--- src/rtl/uart_tx_scheduler.sv ---
// Round-robin scheduler sharing one UART transmitter among N_REQ byte sources.
// Frames the granted byte, launches it, tracks tx_active and enforces an idle gap.
module uart_tx_scheduler #(
   parameter int N_REQ         = 4,
   parameter int GAP_CYCLES    = 16,
   parameter int START_TIMEOUT = 15,
   localparam int IDW          = $clog2(N_REQ)
) (
   input  logic                 uart_Clk,
   input  logic                 uart_Rst_n,
   input  logic [N_REQ-1:0]     req_valid,
   input  logic [8*N_REQ-1:0]   req_data,
   output logic [N_REQ-1:0]     req_ready,
   output logic [9:0]           tx_frame,
   output logic                 tx_enable,
   input  logic                 tx_active,
   output logic [IDW-1:0]       grant_id,
   output logic                 busy,
   output logic                 err_timeout
);

   localparam int CMAX = (GAP_CYCLES > START_TIMEOUT) ? GAP_CYCLES : START_TIMEOUT;
   localparam int CW   = $clog2(CMAX + 1);

   typedef enum logic [2:0] {
      S_IDLE,
      S_LAUNCH,
      S_WAIT_START,
      S_WAIT_DONE,
      S_GAP
   } state_t;

   state_t           r_state;
   logic [IDW-1:0]   r_last;
   logic [IDW-1:0]   r_grant;
   logic [CW-1:0]    r_cnt;
   logic [N_REQ-1:0] r_ready;
   logic [9:0]       r_frame;
   logic             r_tx_en;
   logic             r_busy;
   logic             r_err;

   logic [IDW-1:0]   w_idx;
   logic [IDW-1:0]   w_win;
   logic             w_any;
   logic [7:0]       w_win_data;
   logic [N_REQ-1:0] w_onehot;

   // Search starts one past the last grantee, so a held request waits at most N_REQ frames.
   always_comb begin
      w_any = 1'b0;
      w_win = '0;
      w_idx = '0;
      for (int k = 1; k <= N_REQ; k++) begin
         w_idx = IDW'((int'(r_last) + k) % N_REQ);
         if (!w_any && req_valid[w_idx]) begin
            w_any = 1'b1;
            w_win = w_idx;
         end
      end
   end

   always_comb begin
      w_win_data = '0;
      for (int i = 0; i < N_REQ; i++) begin
         if (w_win == IDW'(i)) w_win_data = req_data[8*i +: 8];
      end
   end

   assign w_onehot = {{(N_REQ-1){1'b0}}, 1'b1} << w_win;

   always_ff @(posedge uart_Clk or negedge uart_Rst_n) begin
      if (!uart_Rst_n) begin
         r_state <= S_IDLE;
         r_last  <= IDW'(N_REQ - 1);
         r_grant <= '0;
         r_cnt   <= '0;
         r_ready <= '0;
         r_frame <= 10'h3FF;
         r_tx_en <= 1'b0;
         r_busy  <= 1'b0;
         r_err   <= 1'b0;
      end else begin
         r_ready <= '0;
         r_tx_en <= 1'b0;
         r_err   <= 1'b0;
         case (r_state)
            S_IDLE: begin
               if (w_any) begin
                  r_frame <= {1'b1, w_win_data, 1'b0};
                  r_grant <= w_win;
                  r_last  <= w_win;
                  r_ready <= w_onehot;
                  r_tx_en <= 1'b1;
                  r_busy  <= 1'b1;
                  r_state <= S_LAUNCH;
               end
            end
            S_LAUNCH: begin
               r_cnt   <= '0;
               r_state <= S_WAIT_START;
            end
            S_WAIT_START: begin
               if (tx_active) begin
                  r_state <= S_WAIT_DONE;
               end else begin
                  r_cnt <= r_cnt + 1'b1;
                  // Counter is about to reach START_TIMEOUT: give up, no gap.
                  if (r_cnt == CW'(START_TIMEOUT - 1)) begin
                     r_err   <= 1'b1;
                     r_busy  <= 1'b0;
                     r_state <= S_IDLE;
                  end
               end
            end
            S_WAIT_DONE: begin
               if (!tx_active) begin
                  if (GAP_CYCLES == 0) begin
                     r_busy  <= 1'b0;
                     r_state <= S_IDLE;
                  end else begin
                     r_cnt   <= CW'(GAP_CYCLES);
                     r_state <= S_GAP;
                  end
               end
            end
            S_GAP: begin
               r_cnt <= r_cnt - 1'b1;
               if (r_cnt == CW'(1)) begin
                  r_busy  <= 1'b0;
                  r_state <= S_IDLE;
               end
            end
            default: begin
               r_busy  <= 1'b0;
               r_state <= S_IDLE;
            end
         endcase
      end
   end

   assign req_ready   = r_ready;
   assign tx_frame    = r_frame;
   assign tx_enable   = r_tx_en;
   assign grant_id    = r_grant;
   assign busy        = r_busy;
   assign err_timeout = r_err;

endmodule

--- config.mk ---
export PLATFORM = sky130hd
export DESIGN_NAME = uart_tx_scheduler
export DESIGN_NICKNAME = d
export VERILOG_FILES = /design/src/rtl/uart_tx_scheduler.sv
export SDC_FILE = /design/constraint.sdc
export NUM_CORES = 1
export LEC_CHECK = 0
export CELL_PAD_IN_SITES_DETAIL_PLACEMENT = 0
export CELL_PAD_IN_SITES_GLOBAL_PLACEMENT = 2
export CORE_UTILIZATION = 27
export DETAILED_ROUTE_END_ITERATION = 16
export PLACE_DENSITY_LB_ADDON = 0.1
export SYNTH_ARGS = -nofsm -noshare
export SYNTH_HDL_FRONTEND = slang
export SYNTH_SLANG_ARGS = --single-unit
--- constraint.sdc ---
create_clock -name uart_Clk -period 2.05 [get_ports uart_Clk]
set_input_delay 0.205 -clock uart_Clk [delete_from_list [all_inputs] [get_ports uart_Clk]]
set_output_delay 0.205 -clock uart_Clk [all_outputs]
set_load 0.02 [all_outputs]
* Word level (Yosys, flattened, before mapping)
Cells that the tools add are included.
Cells by class: order comparisons 4, muxes and demuxes 41, equality and inequality tests 15, add/sub/neg operators 6, shift operators 1, reductions and logical operators 14, bitwise operators 1
Operators by type and width (number):
- $mux W8 | 4
- $pmux W5 S4 | 1
- $mux W1 | 17
- $mux W3 | 5
- $pmux W3 S5 | 1
- $lt A2 B3 Y1 const B | 4
- $mux W5 | 2
- $ne A2 B2 Y1 const B | 5
- $bmux W1 S2 | 4
- $mux W2 | 4
- $mux W4 | 2
- $eq A3 B2 Y1 const B | 2
- $add A5 B1 Y5 const B | 1
- $eq A5 B1 Y1 const B | 1
- $eq A5 B4 Y1 const B | 1
- $reduce_and A5 Y1 | 1
- $sub A5 B1 Y5 const B | 1
- $add A2 B1 Y2 const B | 2
- $add A2 B2 Y2 const B | 2
- $eq A2 B2 Y1 const B | 2
- $pmux W1 S4 | 1
- $reduce_and A4 Y1 | 1
- $reduce_bool A4 Y1 | 1
- $shl A1 B2 Y4 const A | 1
- other kinds (12) | 16
Word-level totals: output and inout bits 19, flip-flop bits (word level) 28, word-level logic and storage cells 91

* Depth between registers and ports, before layout
depth after elaboration 18, mapped depth 8, mapped depth without buffers 7

* Least setup slack after synthesis
Ideal clock, no wire load.
kind register to register, start register r_last[1], end register r_frame[2] (netlist: tx_frame[2]), data required time 1959 ps, arrival 1504 ps, stages on the path, launching flop included 7, library setup time 91 ps, buffers on the path 1, setup slack 455 ps, clock period less this slack 1595 ps, path through dfstp_2 buf_2 nor2b_1 o21a_1 o21a_1 a221oi_1 o22ai_1
On the way: longest elaborated chain between the ends 18, elaborated cells between the ends (all ways) 35, those cells by class add/sub (4); eq/ne (3); mux (20); reduce/logical (8)
RTL lines:
- from (decl) | line 34 | logic [IDW-1:0] r_last;
- from (signal assigned) | line 75 | r_last <= IDW'(N_REQ - 1);
- from (signal assigned) | line 92 | r_last <= w_win;
- $add A2 B1 Y2 | line 55 | w_idx = IDW'((int'(r_last) + k) % N_REQ);
- $bmux W1 S2 | line 56 | if (!w_any && req_valid[w_idx]) begin
- $mux W1 (implied by the code) | line 56
- $mux W1 | line 56
- $logic_not A1 Y1 | line 56
- $logic_and A1 B1 Y1 | line 56
- $mux W1 | line 56
- $logic_not A1 Y1 | line 56
- $logic_and A1 B1 Y1 | line 56
- $mux W1 | line 56
- $logic_not A1 Y1 | line 56
- $logic_and A1 B1 Y1 | line 56
- $mux W2 | line 56
- $logic_not A2 Y1 | line 66 | if (w_win == IDW'(i)) w_win_data = req_data[8*i +: 8];
- $mux W8 (4 in a row) | line 66
- to (signal assigned) | line 90 | r_frame <= {1'b1, w_win_data, 1'b0};
- to (decl) | line 38 | logic [9:0] r_frame;
Parallel ways exist; a longest one is shown, timed or not. The select of a mux whose other input is x is not followed. A chain may end at the register's enable or synchronous reset.

* Worst setup path in the final report
start register r_last[1], end register r_frame[5] (netlist: tx_frame[5])
Same word-level chain as after synthesis.

==> flow_summary.ini <==
[synth]
netlist_instances = 196
postSynth.asyncResetShare_pct = 100.0
seq_area_frac_synth_pct = 40.10
synth_top_cell_area_share_pct = 23.88
yosysTopAreaCell = dfrtp_1
synth_area_leaders = dfrtp_1 24%, dfstp_2 16%, mux2i_1 5.1%
synth_nets = 239
ys_warn_count = 0
synth_edf_count = 0
synthFlopType = dfrtp_1
synth_area_um2 = 1782
ys_seq_elements = 28
avgSynthCellArea_um2 = 9.090
synth.distinct_cells = 51

[sta]
rsz0062_at_grt = false
skew_ns = 0.001339
final_hold_viol_count = 0
hold_ws_ns = 0.3208
final-max-slew-violation-count = 0
fin_tns_setup_ns = 0
layout_min_cycle_time_ns = 1.712
setup_viol = 0
finalCritPeriodShare_pct = 83.50
fmax_ghz = 0.5842

[drt]
via_per_inst = 4.988
ant_nets = 0
drtPass1Iterations = 4
drc = 0
wirelength_um = 4799
via_count = 1646
wl_per_cell_um = 14.54
drt_first_iter_violations = 57

[run_status]
status = complete, no violations

[cells_and_area]
design_area_um2 = 2515
area_growth_pct = 41.15
fillers = 663
n_antenna_cell = 0
drive_gt1_share_pct = 14.23
fin_util_pct = 39.61
nets = 297

[global_routing]
gr-usage-all-layers_pct = 14.36
antenna_found_initial = 0
grt_pass1_vias = 1613
grt_max_degree = 29
gr-total-overflow = 0
grt_pass1_wl_um = 8100

[power_and_ir_drop]
combPwrFrac_pct = 55.1
p_clk_share_pct = 13.3
p_switching_uw = 1401
leakagePower_uw = 0.001019
powerDensity_nw_per_um2 = 1336
ir_worst_vdd_uv = 563.2
p_sw_share_pct = 41.70
cellInternalPower_uw = 1958
p_seq_share_pct = 31.7

[floorplan]
std_cell_rows = 29
die_w_um = 83.24
die_area_um2 = 6928
coreArea_um2 = 6350
initial_core_util_pct = 28.06
ios = 58
die_h_um = 83.24

[worst_setup_path]
reg2reg_from = r_last[1]
worstPathMaxFanout = 11
cp.arrival_ns = 1.91
crit_type = reg2reg
cp-end-kind = flip-flop
critPathLaunchType = flip-flop
worst_ep_required_time_ns = 2.25
crit_path_start = r_last[1]

[cts]
cts_tree = yes
cts_sinks = 28
insertion_delay_ns = 0.28
postCtsHoldBufs = 0
cts.clk_slew.worst_paths_ns = 0.10
clock_path_buffers = 2
cts-buffers-inserted = 3
htree_levels = 1
cts_setup_buffers = 0
cts_resized = 0
cts_root_buf = clkbuf_8

[placed_design]
place_hpwl_um = 3559
gp_congestion = 0.7782
portBuffers = 56
dpl-instance-area_um2 = 2444

[job]
drv_cap = 0

[hold_path]
hp-class = in2async
power groups by stage:
stage	sequential, uW	combinational, uW	clock, uW
after global placement	1080	1890	0
after detailed placement	1070	1870	0
final	1060	1850	445
after global routing	1100	2050	490
after floorplan	1150	1160	0
after CTS	1060	1870	466
cells by family after synthesis:
logic type	after synthesis	share of synthesized area, %
AO/OA/AOI/OAI	62	26.12
XOR/XNOR	1	0.4917
adder cells (fa/ha/maj)	4	2.809
buffers and inverters	22	6.600
flip-flops	28	40.10
multiplexers	9	5.056
other	1	0.2105
AND/OR/NAND/NOR	69	18.61
placed cells by master (no fill, tap or decap), drive strengths merged, types with 2 or more instances in the layout:
| cell | synthesis | routed |
|---|---|---|
| clkdlybuf4s50 | 0 | 56 |
| o221ai | 5 | 5 |
| ha | 4 | 4 |
| a22oi | 6 | 6 |
| a211oi | 4 | 4 |
| o21ai | 10 | 10 |
| a221oi | 4 | 4 |
| nand2b | 5 | 5 |
| nand3 | 2 | 2 |
| nor2 | 26 | 26 |
| nand3b | 2 | 2 |
| a32o | 2 | 2 |
| a21o | 2 | 2 |
| a21oi | 9 | 9 |
| dfrtp | 17 | 17 |
| mux2i | 9 | 9 |
| a311oi | 2 | 2 |
| nand4 | 2 | 2 |
| and2 | 2 | 2 |
| o21a | 2 | 2 |
| nor2b | 5 | 5 |
| a31oi | 3 | 3 |
| buf | 9 | 10 |
| nand2 | 20 | 20 |
| clkbuf | 4 | 3 |
| nor3 | 3 | 3 |
| inv | 8 | 8 |
| dfstp | 11 | 11 |
| o22ai | 7 | 7 |
area by class of cell:
cell class	count	area (um2)	share of cell area (%)
multi-input combinational	146	949.7	37.76
sequential	28	714.4	28.41
timing repair buffer	66	648.1	25.77
tap	77	96.34	3.831
clock buffer	3	41.29	1.642
inverter	9	35.03	1.393
clock inverter	1	30.03	1.194
worst max-delay path, cell delays in order, from the launching register on:
cell and delay [ns]:
dfstp_2 0.65, nor2b_1 0.07, o21a_1 0.19, o21a_1 0.26
a221oi_1 0.34, o22ai_1 0.13
metal layers:
layer	wire length (um)	track usage (%)	vias up
met1	2290	19.81	762
met2	2206	22.28	55
met3	228	2.783	6
met5	0	0	-
li1	-	-	823
met4	73	5.172	0
path summary, 6_finish.rpt:
path                            cells past startpoint           to  slack (ns)
worst max-delay path                                5  tx_frame[5]        0.34
worst min-delay path                                2  grant_id[0]        0.32
worst max register to register                      5  tx_frame[5]        0.34
worst min register to register                      2  tx_frame[6]        0.49
max in group asynchronous                           2    r_last[0]        1.42
min in group uart_Clk                               2  tx_frame[6]        0.49
through the flow:
stage                     total power (uW)  setup WS (ns)  cells
final                                 3359         0.3383    330
after CTS                             3400         0.3113    330
after global placement                2972         0.1285    326
after global routing                  3640         0.2243    330
after detailed placement              2942        0.08731    326
after floorplan                       2307         0.4546    196
cell usage after synthesis (2+ instances only):
| cell | count |
|---|---|
| a22oi_1 | 4 |
| nor2b_1 | 5 |
| a221oi_1 | 3 |
| dfstp_2 | 11 |
| a311oi_1 | 2 |
| o22ai_1 | 7 |
| mux2i_1 | 9 |
| nand3b_1 | 2 |
| a32o_1 | 2 |
| nor3_1 | 3 |
| ha_1 | 4 |
| nor2_1 | 24 |
| nand3_1 | 2 |
| a31oi_1 | 3 |
| a21oi_1 | 9 |
| and2_1 | 2 |
| a21o_1 | 2 |
| buf_2 | 3 |
| a211oi_1 | 3 |
| o221ai_2 | 2 |
| o21ai_0 | 9 |
| inv_1 | 8 |
| o21a_1 | 2 |
| o221ai_1 | 3 |
| nand2b_1 | 4 |
| nor2_2 | 2 |
| clkbuf_1 | 4 |
| nand2_1 | 19 |
| a22oi_2 | 2 |
| nand4_1 | 2 |
| dfrtp_1 | 17 |
| buf_4 | 3 |
state kept, by name, indices dropped and copies added (netlist names):
signal and flops:
tx_enable 1, grant_id 2, tx_frame 9, r_last 2, r_cnt 5, err_timeout 1, r_state 3, busy 1
req_ready 4
Note: power is estimated with default switching activity, not from simulation.
